==> config.mk <==
export PLATFORM = sky130hd
export DESIGN_NAME = hazard_forward_ctrl
export DESIGN_NICKNAME = d
export VERILOG_FILES = /design/src/rtl/hazard_forward_ctrl.sv
export SDC_FILE = /design/constraint.sdc
export NUM_CORES = 1
export LEC_CHECK = 0
export BUFFER_PORTS_ARGS = -buffer_cell sky130_fd_sc_hd__buf_4
export CORE_UTILIZATION = 51
export CTS_CLUSTER_DIAMETER = 100
export CTS_CLUSTER_SIZE = 14
export DETAILED_ROUTE_END_ITERATION = 6
export PLACE_DENSITY = 0.78
export SYNTH_ARGS = -nofsm -noshare
export SYNTH_HDL_FRONTEND = slang
export SYNTH_SLANG_ARGS = --single-unit
==> constraint.sdc <==
create_clock -name clk -period 1.6 [get_ports clk]
set_clock_uncertainty 0.05 [all_clocks]
set_input_delay 0.08 -clock clk [delete_from_list [all_inputs] [get_ports clk]]
set_output_delay 0.08 -clock clk [all_outputs]
set_load 0.02 [all_outputs]
==> src/rtl/hazard_forward_ctrl.sv <==
// Hazard and forwarding controller for the 5-stage ARM PPU: EX/MEM/WB tag shadow,
// load-use stall / branch flush FSM, operand forwarding selects. Optional stats: HAZARD_STATS_EN.
module hazard_forward_ctrl #(
  parameter int LOAD_USE_STALLS = 1,
  parameter int REG_AW          = 4
) (
  input  logic              clk,
  input  logic              reset,
  input  logic [REG_AW-1:0] id_rn,
  input  logic [REG_AW-1:0] id_rm,
  input  logic [REG_AW-1:0] id_rd,
  input  logic              id_use_rn,
  input  logic              id_use_rm,
  input  logic              id_use_rd,
  input  logic              id_rf_en,
  input  logic              id_load,
  input  logic              id_branch_taken,
  output logic              le_out,
  output logic              nop_sel,
  output logic              ifid_flush,
  output logic [1:0]        fwd_rn,
  output logic [1:0]        fwd_rm,
  output logic [1:0]        fwd_rd,
  output logic              stall_active
`ifdef HAZARD_STATS_EN
  ,
  output logic [15:0]       stall_count,
  output logic [15:0]       flush_count
`endif
);

  typedef enum logic [1:0] {
    RUN   = 2'd0,
    STALL = 2'd1,
    FLUSH = 2'd2
  } state_t;

  localparam logic [REG_AW-1:0] PC_ADDR = {REG_AW{1'b1}};

  state_t            state;
  logic [1:0]        cnt;
  logic [REG_AW-1:0] ex_rd;
  logic [REG_AW-1:0] mem_rd;
  logic [REG_AW-1:0] wb_rd;
  logic              ex_wr;
  logic              mem_wr;
  logic              wb_wr;
  logic              ex_ld;
  logic              load_use;

  // Youngest in-flight producer wins; R15 is the PC and is never bypassed.
  function automatic logic [1:0] fwd_sel(
    input logic [REG_AW-1:0] addr,
    input logic              used,
    input logic [REG_AW-1:0] e_rd,
    input logic              e_v,
    input logic [REG_AW-1:0] m_rd,
    input logic              m_v,
    input logic [REG_AW-1:0] w_rd,
    input logic              w_v
  );
    logic [1:0] sel;
    if (!used || addr == PC_ADDR) begin
      sel = 2'b00;
    end else if (e_v && e_rd == addr) begin
      sel = 2'b01;
    end else if (m_v && m_rd == addr) begin
      sel = 2'b10;
    end else if (w_v && w_rd == addr) begin
      sel = 2'b11;
    end else begin
      sel = 2'b00;
    end
    return sel;
  endfunction

  function automatic logic ex_hit(input logic [REG_AW-1:0] addr, input logic used,
                                  input logic [REG_AW-1:0] e_rd);
    return used && (addr != PC_ADDR) && (addr == e_rd);
  endfunction

  // Load in EX whose result is needed by the instruction in ID.
  always_comb begin
    load_use = ex_wr && ex_ld &&
               (ex_hit(id_rn, id_use_rn, ex_rd) ||
                ex_hit(id_rm, id_use_rm, ex_rd) ||
                ex_hit(id_rd, id_use_rd, ex_rd));
  end

  // Same-cycle pipeline control; reset forces the idle values.
  always_comb begin
    le_out     = 1'b1;
    nop_sel    = 1'b0;
    ifid_flush = 1'b0;
    if (reset) begin
      le_out = 1'b1;
    end else begin
      case (state)
        RUN: begin
          if (load_use) begin
            le_out  = 1'b0;
            nop_sel = 1'b1;
          end else if (id_branch_taken) begin
            ifid_flush = 1'b1;
          end else begin
            ifid_flush = 1'b0;
          end
        end
        STALL: begin
          le_out  = 1'b0;
          nop_sel = 1'b1;
        end
        FLUSH:   le_out = 1'b1;
        default: le_out = 1'b1;
      endcase
    end
  end

  // Operand bypass selects and state flag.
  always_comb begin
    fwd_rn       = 2'b00;
    fwd_rm       = 2'b00;
    fwd_rd       = 2'b00;
    stall_active = 1'b0;
    if (reset) begin
      stall_active = 1'b0;
    end else begin
      fwd_rn       = fwd_sel(id_rn, id_use_rn, ex_rd, ex_wr, mem_rd, mem_wr, wb_rd, wb_wr);
      fwd_rm       = fwd_sel(id_rm, id_use_rm, ex_rd, ex_wr, mem_rd, mem_wr, wb_rd, wb_wr);
      fwd_rd       = fwd_sel(id_rd, id_use_rd, ex_rd, ex_wr, mem_rd, mem_wr, wb_rd, wb_wr);
      stall_active = (state == STALL);
    end
  end

  // Destination tag shadow; a bubble enters EX as an invalid tag.
  always_ff @(posedge clk) begin
    if (reset) begin
      ex_rd  <= {REG_AW{1'b0}};
      mem_rd <= {REG_AW{1'b0}};
      wb_rd  <= {REG_AW{1'b0}};
      ex_wr  <= 1'b0;
      mem_wr <= 1'b0;
      wb_wr  <= 1'b0;
      ex_ld  <= 1'b0;
    end else begin
      ex_rd  <= id_rd;
      ex_wr  <= id_rf_en & ~nop_sel;
      ex_ld  <= id_load & ~nop_sel;
      mem_rd <= ex_rd;
      mem_wr <= ex_wr;
      wb_rd  <= mem_rd;
      wb_wr  <= mem_wr;
    end
  end

  // Stall/flush sequencing; cnt holds the STALL cycles still to run.
  always_ff @(posedge clk) begin
    if (reset) begin
      state <= RUN;
      cnt   <= 2'd0;
    end else begin
      case (state)
        RUN: begin
          if (load_use) begin
            cnt   <= 2'(LOAD_USE_STALLS - 1);
            state <= (LOAD_USE_STALLS > 1) ? STALL : RUN;
          end else if (id_branch_taken) begin
            state <= FLUSH;
          end else begin
            state <= RUN;
          end
        end
        STALL: begin
          if (cnt <= 2'd1) begin
            cnt   <= 2'd0;
            state <= RUN;
          end else begin
            cnt   <= cnt - 2'd1;
          end
        end
        FLUSH:   state <= RUN;
        default: begin
          state <= RUN;
          cnt   <= 2'd0;
        end
      endcase
    end
  end

`ifdef HAZARD_STATS_EN
  // Saturating bubble and flush event counters.
  always_ff @(posedge clk) begin
    if (reset) begin
      stall_count <= 16'd0;
      flush_count <= 16'd0;
    end else begin
      if (nop_sel && stall_count != 16'hFFFF) begin
        stall_count <= stall_count + 16'd1;
      end
      if (ifid_flush && flush_count != 16'hFFFF) begin
        flush_count <= flush_count + 16'd1;
      end
    end
  end
`endif

endmodule

==> flow_summary.yaml <==
run_status:
  run_status: "finished, violations left"
  failed_checks: "setup timing"
clock_tree:
  htree_levels: 1
  number_of_clock_sinks: 17
  tritoncts: "yes"
  worst_setup_hold_path_clk_slew_ps: 120
  tritoncts.num_buffers: 3
  clock_tree.buffer_depth: 2
  cts_root_buffer: "sky130_fd_sc_hd__clkbuf_4"
  worstSkewPairLatency_ps: 300
floorplanning:
  io_pins: 30
  floorplan.die.width_um: 47.9
  fp.coreArea_um2: 1980
  start_util_pct: 54.3
  floorplan.die.height_um: 47.9
  core.rowCount: 16
  dieArea_um2: 2300
critical_path:
  timing.critical_path.from_type: "flop"
  worst_ep_arrival_time_ps: 2040
  crit_required_ps: 1470
  timing.setup.critical_path_class: "flop to output pin"
  endpoint_kind: "output pin"
  timing.critical_path.fanout_max: 5
placed_design:
  globalplace.congestion: 0.871
  hpwl_um: 2040
  port_buffers: 28
  placement.setup.worst_slack_ps: -92.2
synthesis:
  ys_warn_count: 0
  post_synth_main_area_contributors: "sky130_fd_sc_hd__dfxtp_1, sky130_fd_sc_hd__xor2_1, sky130_fd_sc_hd__nor2b_1, sky130_fd_sc_hd__nand2_1, sky130_fd_sc_hd__xnor2_1"
  ys_seq_area_share_pct: 31.6
  ys_ff_latch: 17
  ys_types: 22
  synth_nets: 143
  yosys.area.top_type_share_pct: 31.6
  synthesis.instances: 123
  area_of_the_mapped_netlist_um2: 1080
  syn_avg_cell_area_um2: 8.75
  netlist.top_cell.by_area: "sky130_fd_sc_hd__dfxtp_1"
drt:
  via_per_inst: 5.75
  drt-total-wl_um: 3810
  drt_pre_antenna_iters: 4
  dr_total_vias: 1109
  initialDrtViolationCount: 48
  detail_route.wl_per_cell_um: 19.7
  drt.antenna.violating_nets: 0
  drc_errors: 0
timing:
  slew_viol_final: 0
  share_of_the_cycle_needed_by_the_critical_path_after_routing_pct: 136
  max_freq_mhz: 460
  setup_violations: 12
  final_report_hold_violation_count: 0
  rsz0062_at_grt: "yes"
  finalCriticalPeriod_ps: 2170
  post-route-worst-setup-slack_ps: -573
global_routing:
  grt_first_pass_wirelength_um: 4840
  gr-usage-all-layers_pct: 31.8
  gr-total-overflow: 0
  largest_net_degree_at_the_start_of_global_routing: 24
  number_of_antenna_violations_at_the_first_check_in_global_routing: 0
  grt_pass1_vias: 1022
finish:
  layout.cells.most_common: "sky130_fd_sc_hd__buf_4"
  final_cell_mix: "sky130_fd_sc_hd__buf_4, sky130_fd_sc_hd__xor2_1, sky130_fd_sc_hd__nor2b_1"
  post_route_cells_drive_above_1_share_pct: 45.2
  num-nets-final: 187
  area_growth_from_synthesis_to_layout_pct: 53.4
  antenna-diode-count: 0
power:
  vdd.ir_drop.worst_mv: 0.692
  power.leakage_nw: 0.712
  cellPowerDensity_nw_per_um2: 589
  power.total_w: 0.000973
worst_hold_path:
  hold_path.class: "input pin to flop"
run:
  maxCapViolCount: 0
Yosys cell counts:
library cell,number
sky130_fd_sc_hd__nand2_1,15
sky130_fd_sc_hd__a31oi_4,1
sky130_fd_sc_hd__nand4_1,3
sky130_fd_sc_hd__inv_1,1
sky130_fd_sc_hd__nor2b_1,17
sky130_fd_sc_hd__nand3_1,5
sky130_fd_sc_hd__dfxtp_1,17
sky130_fd_sc_hd__nand2b_1,2
sky130_fd_sc_hd__and2_1,1
sky130_fd_sc_hd__nor3_1,3
sky130_fd_sc_hd__xor2_1,30
sky130_fd_sc_hd__nor4_2,3
sky130_fd_sc_hd__nor4_1,3
sky130_fd_sc_hd__xnor2_1,6
sky130_fd_sc_hd__nor4b_1,3
sky130_fd_sc_hd__nor2_1,3
sky130_fd_sc_hd__nand3_2,1
sky130_fd_sc_hd__clkbuf_1,2
sky130_fd_sc_hd__buf_4,1
sky130_fd_sc_hd__a211oi_1,3
sky130_fd_sc_hd__conb_1,1
sky130_fd_sc_hd__a21oi_1,2
registers in the layout, summed over array words and instances, names as in the netlist:
signal	count
state	1
ex_wr	1
ex_rd	4
ex_ld	1
mem_rd	4
mem_wr	1
wb_rd	4
wb_wr	1
cell type report:
type / instances / area, um2
well taps: 27 / 33.8
repair buffers: 42 / 337
clock inverters: 1 / 7.51
inverters: 1 / 3.75
fillers: 113 / 332
flip-flops and latches: 17 / 367
multi-input cells: 102 / 880
clock buffers: 3 / 22.5
where the power goes:
group | leakage (nW) | internal, W | switching, W
clock network | 0.0139 | 0.0000951 | 0.000152
registers | 0.145 | 0.000437 | 0.0000295
logic | 0.553 | 0.000116 | 0.000144
critical path, stage by stage, from the launching register on:
cell and delay [ps]:
sky130_fd_sc_hd__dfxtp_4 380, sky130_fd_sc_hd__xor2_1 170, sky130_fd_sc_hd__nor4_2 440, sky130_fd_sc_hd__nand3_1 210, sky130_fd_sc_hd__a31oi_4 250, sky130_fd_sc_hd__and2_4 190
sky130_fd_sc_hd__buf_6 110
what timing repair did:
item,CTS,global route
hold buffers,4,0
pin swaps,18,11
setup endpoints to repair,9,12
resized for setup,26,14
setup buffers,5,3
hold endpoints to repair,4,0
metal layers:
layer | vias to the layer above | global-route usage (%) | wire [um]
met5 | - | 0 | 0
met4 | 0 | 20.0 | 181
met3 | 24 | 7.55 | 306
met2 | 79 | 53.5 | 1930
met1 | 514 | 35.8 | 1390
li1 | 492 | - | -
kinds of logic after synthesis:
family | after synthesis | share of synthesized area, %
and+or+nand+nor | 59 | 32.0
AOI/OAI and AO/OA | 6 | 5.00
buffers and inverters | 4 | 1.74
DFF | 17 | 31.6
xor gates and xnor gates | 36 | 29.3
other | 1 | 0.349
final timing paths:
kind | slack, ps | startpoint | depth (start not counted) | endpoint
setup / recovery | -570 | ex_rd[0]$_SDFF_PP0_ | 6 | nop_sel
hold / removal | 10 | id_rd[3] | 2 | ex_rd[3]$_SDFF_PP0_
setup reg to reg | -260 | ex_rd[0]$_SDFF_PP0_ | 6 | ex_ld$_SDFF_PP0_
hold reg to reg | 480 | state[1]$_SDFF_PP0_ | 2 | ex_wr$_SDFF_PP0_
through the flow:
stage	setup TNS [ps]	instances	util [%]	instance area, um2	hold slack (ps)
6_report	-4630	193	83.3	1650	14.2
5_1_grt	-6240	193	83.3	1650	16.3
4_1_cts	-3040	190	78.2	1550	1.69
3_5_place_dp	-312	178	68.4	1360	287
3_3_place_gp	-118	178	68.4	1360	268
2_1_floorplan	0	123	-	1100	158
Note: power is estimated with default switching activity, not from simulation.
